## config.mk

```make
export PLATFORM = sky130hd
export DESIGN_NAME = i2s_slave_transceiver
export DESIGN_NICKNAME = d
export VERILOG_FILES = /design/src/rtl/i2s_slave_transceiver.sv
export SDC_FILE = /design/constraint.sdc
export NUM_CORES = 1
export LEC_CHECK = 0
export BUFFER_PORTS_ARGS = -buffer_cell sky130_fd_sc_hd__buf_4
export CORE_MARGIN = 2
export CORE_UTILIZATION = 52
export DETAILED_ROUTE_END_ITERATION = 16
export PLACE_DENSITY = 0.85
export SETUP_SLACK_MARGIN = 0.3
export SKIP_CTS_REPAIR_TIMING = 1
export SLEW_MARGIN = 30
export SYNTH_ARGS = -nofsm -noshare
export SYNTH_HDL_FRONTEND = slang
export SYNTH_SLANG_ARGS = --single-unit
export TNS_END_PERCENT = 1
```

## constraint.sdc

```tcl
create_clock -name clk -period 2.2 [get_ports clk]
set_clock_uncertainty 0.1 [all_clocks]
set_input_delay 0.11 -clock clk [delete_from_list [all_inputs] [get_ports clk]]
set_output_delay 0.11 -clock clk [all_outputs]
set_load 0.005 [all_outputs]
```

## src/rtl/i2s_slave_transceiver.sv

```systemverilog
// Philips-I2S target: recovers SCK/WS/SD with clk, deserialises a stereo rx pair and serialises a stereo tx pair.
// Latency: rx_valid rises SYNC_STAGES+2 clk after the SCK rise carrying the right LSB; sd_out moves 1 clk after the synced fall.
// Backpressure: rx pair is held until rx_ready (a newer pair is dropped with rx_overrun); one tx holding pair, tx_underrun sends zeros.
module i2s_slave_transceiver #(
    parameter int SAMPLE_BITS = 16,
    parameter int SYNC_STAGES = 2
) (
    input  logic                   clk,
    input  logic                   rst,
    input  logic [SAMPLE_BITS-1:0] tx_sample_l,
    input  logic [SAMPLE_BITS-1:0] tx_sample_r,
    input  logic                   tx_valid,
    output logic                   tx_ready,
    output logic [SAMPLE_BITS-1:0] rx_sample_l,
    output logic [SAMPLE_BITS-1:0] rx_sample_r,
    output logic                   rx_valid,
    input  logic                   rx_ready,
    input  logic                   i2s_sck,
    input  logic                   i2s_ws,
    input  logic                   i2s_sd_in,
    output logic                   i2s_sd_out,
    output logic                   locked,
    output logic                   frame_err,
    output logic                   tx_underrun,
    output logic                   rx_overrun
);

    localparam int KW = $clog2(SAMPLE_BITS + 2);
    localparam logic [KW-1:0] K_LAST = KW'(SAMPLE_BITS);
    localparam logic [KW-1:0] K_SAT  = KW'(SAMPLE_BITS + 1);

    logic [SYNC_STAGES-1:0] sck_sync, ws_sync, sd_sync;
    logic                   sck_d;
    logic                   ws_last;
    logic [KW-1:0]          k;
    logic [SAMPLE_BITS-1:0] rx_shift, left_stage;
    logic                   have_left;
    logic                   right_done;
    logic [SAMPLE_BITS-1:0] hold_l, hold_r;
    logic [SAMPLE_BITS-1:0] frame_l, frame_r;
    logic [SAMPLE_BITS-1:0] tx_shift;

    logic                   sck_s, ws_s, sd_s;
    logic                   rise, fall, ws_chg, left_start;
    logic [KW-1:0]          k_nxt;
    logic [SAMPLE_BITS-1:0] shift_in;
    logic [SAMPLE_BITS-1:0] frame_l_nxt, frame_r_nxt;

    always_comb begin
        sck_s      = sck_sync[SYNC_STAGES-1];
        ws_s       = ws_sync[SYNC_STAGES-1];
        sd_s       = sd_sync[SYNC_STAGES-1];
        rise       = sck_s & ~sck_d;
        fall       = ~sck_s & sck_d;
        ws_chg     = ws_s != ws_last;
        left_start = rise & ws_last & ~ws_s;
        k_nxt      = ws_chg ? '0 : ((k == K_SAT) ? K_SAT : k + KW'(1));
        shift_in   = {rx_shift[SAMPLE_BITS-2:0], sd_s};
        // Left start moves the holding pair (or zeros on underrun) into the frame registers.
        frame_l_nxt = frame_l;
        frame_r_nxt = frame_r;
        if (left_start) begin
            frame_l_nxt = tx_ready ? '0 : hold_l;
            frame_r_nxt = tx_ready ? '0 : hold_r;
        end
    end

    always_ff @(posedge clk) begin
        if (rst) begin
            sck_sync    <= '0;
            ws_sync     <= '0;
            sd_sync     <= '0;
            sck_d       <= 1'b0;
            ws_last     <= 1'b0;
            k           <= '0;
            locked      <= 1'b0;
            rx_shift    <= '0;
            left_stage  <= '0;
            have_left   <= 1'b0;
            right_done  <= 1'b0;
            rx_sample_l <= '0;
            rx_sample_r <= '0;
            rx_valid    <= 1'b0;
            rx_overrun  <= 1'b0;
            frame_err   <= 1'b0;
            hold_l      <= '0;
            hold_r      <= '0;
            tx_ready    <= 1'b1;
            frame_l     <= '0;
            frame_r     <= '0;
            tx_shift    <= '0;
            i2s_sd_out  <= 1'b0;
            tx_underrun <= 1'b0;
        end else begin
            sck_sync    <= {sck_sync[SYNC_STAGES-2:0], i2s_sck};
            ws_sync     <= {ws_sync[SYNC_STAGES-2:0], i2s_ws};
            sd_sync     <= {sd_sync[SYNC_STAGES-2:0], i2s_sd_in};
            sck_d       <= sck_s;
            frame_err   <= 1'b0;
            rx_overrun  <= 1'b0;
            tx_underrun <= 1'b0;
            right_done  <= 1'b0;

            if (rx_valid && rx_ready)
                rx_valid <= 1'b0;
            if (right_done) begin
                if (!rx_valid) begin
                    rx_sample_l <= left_stage;
                    rx_sample_r <= rx_shift;
                    rx_valid    <= 1'b1;
                end else begin
                    rx_overrun  <= 1'b1;
                end
            end

            if (rise) begin
                k       <= k_nxt;
                ws_last <= ws_s;
                if (left_start) begin
                    locked    <= 1'b1;
                    have_left <= 1'b0;
                end
                // WS moved before the word finished: discard this frame's pairing.
                if (ws_chg && locked && k < K_LAST) begin
                    frame_err <= 1'b1;
                    have_left <= 1'b0;
                end
                if (k_nxt != '0 && k_nxt <= K_LAST)
                    rx_shift <= shift_in;
                if (k_nxt == K_LAST && locked) begin
                    if (!ws_s) begin
                        left_stage <= shift_in;
                        have_left  <= 1'b1;
                    end else if (have_left) begin
                        right_done <= 1'b1;
                        have_left  <= 1'b0;
                    end
                end
                if (k_nxt == '0)
                    tx_shift <= ws_s ? frame_r_nxt : frame_l_nxt;
            end

            if (fall) begin
                if (locked && k < K_LAST) begin
                    i2s_sd_out <= tx_shift[SAMPLE_BITS-1];
                    tx_shift   <= tx_shift << 1;
                end else begin
                    i2s_sd_out <= 1'b0;
                end
            end

            if (left_start) begin
                frame_l <= frame_l_nxt;
                frame_r <= frame_r_nxt;
                if (tx_ready)
                    tx_underrun <= 1'b1;
                else
                    tx_ready    <= 1'b1;
            end
            // An accept coinciding with left start lands in holding for the following frame.
            if (tx_valid && tx_ready) begin
                hold_l   <= tx_sample_l;
                hold_r   <= tx_sample_r;
                tx_ready <= 1'b0;
            end
        end
    end

endmodule
```

==> impl_metrics.toml <==
[synthesis]
yosysWarnings = 0
ys_ff_latch = 166
synth_top_family_by_area = "simple AND/OR/NAND/NOR gates"
synth.area.mux_share = 0.00154
synth_cell_types = 42
synth_compound_area_frac = 0.167
syn_area_per_cell_sq_um = 8.57
synthAdderAreaFrac = 0.00769
synth-seq-area-share = 0.511
synth_xor_area_frac = 0.00654
syn_inst = 759
syn_nets = 802
synthSimpleGateAreaFrac = 0.254
netlist_area_sq_um = 6500

[detailed_routing]
wl_um = 15400
drtPass1Iterations = 5
drt-initial-drc-count = 435
num_vias = 5685
drc_errors = 0
viasPerCell = 5.44
ant_nets = 0
wl_per_cell_um = 14.8

[place]
place_congestion = 0.821
dp_cells = 972
io_buffer_count = 77
dp_hpwl_um = 9120

[setup_path]
crit_buf_inv = 2
crit_type = "reg -> reg"
cp-end-kind = "flop"
worst-endpoint-arrival_ps = 2420
worst_r2r_path_depth = 11
crit_required_ps = 2400
path_cells = "ha_4, nand3_2, xnor2_1, nand2_1, inv_2, ha_2, nand2_2, or3_4, buf_6, nand2_1, a21oi_1"
slowest_delay_ps = 380
worstReg2RegStart = "k[0]"
cpMostUsedCell = "nand2_1"
crit_family = "simple AND/OR/NAND/NOR gates"
r2r_setup_slack_ps = -20
startpoint_type = "flop"
critPathSlowestCell = "dfxtp_4"
critical_path_peak_fanout = 8
rr_endpoint = "left_stage[5]"

[cts]
clock_sinks = 166
cts_tree = "built"
cts_buffers = 17
cts_max_path_buffers = 2
clock-root-buffer = "clkbuf_16"
clock_latency_ps = 430
path_clk_slew_ps = 70
htreeDepth = 4

[floorplan]
initial_utilization = 0.537
die_x_um = 116
rows = 40
dieHeight_um = 116
ioPinCount = 78
core-area_sq_um = 12100
die-area_sq_um = 13400

[sta]
fmax_mhz = 450
period_minus_slack_ps = 2220
maxSlewHeadroom = 0.576
hold_slack_ps = 176
slew_violations = 0
grt_setup_unrepaired = "true"
hold_viol = 0
worst_slew_pin_slew_ps = 632
fin_ws_ps = -21.7
fin_crit_sh = 1.01
setup_viol = 10

[pwr]
p_sw_w = 0.00145
ir_worst_vdd_mv = 0.680
p_total_w = 0.00629
clockPowerShare = 0.456
power_frac_seq = 0.489
p_leak_nw = 3.00
p_int_w = 0.00484
comb_power_share = 0.056
power.density_nw_per_um2 = 758
swShare = 0.230

[cells_and_area]
multi_input_area_sq_um = 2940
finalNetCount = 907
seq_area_sq_um = 3330
layout.cells.non_filler = 1045
fillCellCount = 865
layout-drive-gt1-share = 0.217
antenna-diode-count = 0
area_growth_pct = 27.7

[grt]
grt_pass1_vias = 5116
grt_overflow_total = 0
grt_start_max_net_pins = 64
track_usage = 0.225
grt_pass1_wl_um = 24100
antenna_found_initial = 0

[status]
violations = "negative setup slack"
status = "complete, but fails checks"

[min_path]
whs_endpoint = "hold_l[1]"
hp-start = "tx_valid"
min_path_cells = 4
min_path_type = "in -> reg"

[job]
cap_violations = 0
==> worst max path at each step <==
stage | startpoint | end | slack (ps) | cells after the start
final | k[0] | left_stage[5] | -20 | 11
after global routing | k[0] | left_stage[14] | -130 | 11
after CTS | k[0] | rx_shift[7] | -100 | 8
after detailed placement | k[0] | rx_shift[12] | -0.3 | 8
after global placement | k[0] | left_stage[10] | 90 | 10
after floorplan | k[1] | left_stage[10] | 40 | 12
==> synthesized netlist by cell type (all sizes together) <==
cell,instances,area share
and2,18,0.021
a31oi,1,0.00096
nor2,27,0.017
nand4,3,0.0029
dfxtp,166,0.51
nand3b,1,0.0012
o211ai,1,0.0012
a21oi,134,0.10
or3,2,0.0019
clkbuf,35,0.020
nor2b,11,0.011
nor4bb,1,0.0015
buf,25,0.029
a22oi,15,0.017
nor3,3,0.0040
o31ai,1,0.0012
mux2i,1,0.0015
o21ai,4,0.0031
and3b,1,0.0013
nand2b,18,0.017
nor3b,31,0.047
xnor2,4,0.0065
and3,3,0.0029
o21a,16,0.018
o32ai,1,0.0013
nand2,204,0.12
clkinv,1,0.00058
o311ai,15,0.020
nand4bb,2,0.0035
inv,5,0.0029
nand3,5,0.0038
ha,4,0.0077
==> flip-flops by register name, indices dropped and copies added, names as in the netlist, 5 cells and up <==
register / flops
frame_l: 16
hold_r: 16
frame_r: 16
rx_sample_l: 16
hold_l: 16
tx_shift: 16
rx_sample_r: 16
left_stage: 16
k: 5
rx_shift: 16
==> power groups by stage <==
stage                     registers [W]  clock network [W]  logic [W]
after floorplan                 0.00313                  0   0.000182
after global placement          0.00314                  0   0.000277
after detailed placement        0.00314                  0   0.000281
after CTS                       0.00308            0.00290   0.000284
after global routing            0.00308            0.00301   0.000384
final                           0.00308            0.00287   0.000350
==> cell usage in the layout, fill, tap and decap left out, drive strengths merged, types with 8 or more instances in the layout <==
cell         netlist  layout
and2              18      18
o311ai            15      15
nor2b             11      11
buf               25     109
dfxtp            166     166
nor2              27      27
nor3b             31      31
a21oi            134     134
inv                5       8
a22oi             15      15
o21a              16      16
nand2b            18      18
clkbuf            35      20
dlygate4sd3        0      37
nand2            204     204
==> worst min-delay path: stages <==
cell and delay [ps]:
buf_4 80, nand2_1 250, nand2_1 150, a21oi_1 50
==> stage by stage <==
| step | setup TNS, ps | util | cell area [sq um] | setup slack (ps) |
|---|---|---|---|---|
| final | -88.6 | 0.686 | 8310 | -21.7 |
| after global routing | -2380 | 0.686 | 8310 | -131 |
| after CTS | -522 | 0.644 | 7800 | -98.2 |
| after detailed placement | -0.342 | 0.597 | 7230 | -0.342 |
| after global placement | 0 | 0.597 | 7230 | 85.6 |
| after floorplan | 0 | - | 6520 | 44.4 |
==> final cells by class <==
cell class | instances | area share
clock buffer | 20 | 0.0550
clock inverter | 12 | 0.0145
inverter | 6 | 0.00271
multi-input combinational | 527 | 0.353
sequential | 166 | 0.401
tap | 168 | 0.0253
timing repair buffer | 146 | 0.148
==> logic make-up after synthesis <==
group                      Yosys count
adders and majority gates            4
and+or+nand+nor                    330
AOI/OAI and AO/OA                  188
xor gates and xnor gates             4
DFF                                166
buffers and inverters               66
muxes                                1
==> layer usage <==
layer,vias to the layer above,routed length (um),track usage
met3,36,846,0.0544
li1,2765,-,-
met1,2690,6550,0.290
met5,-,0,0
met2,194,7730,0.375
met4,0,306,0.0698
Note: power is estimated with default switching activity, not from simulation.
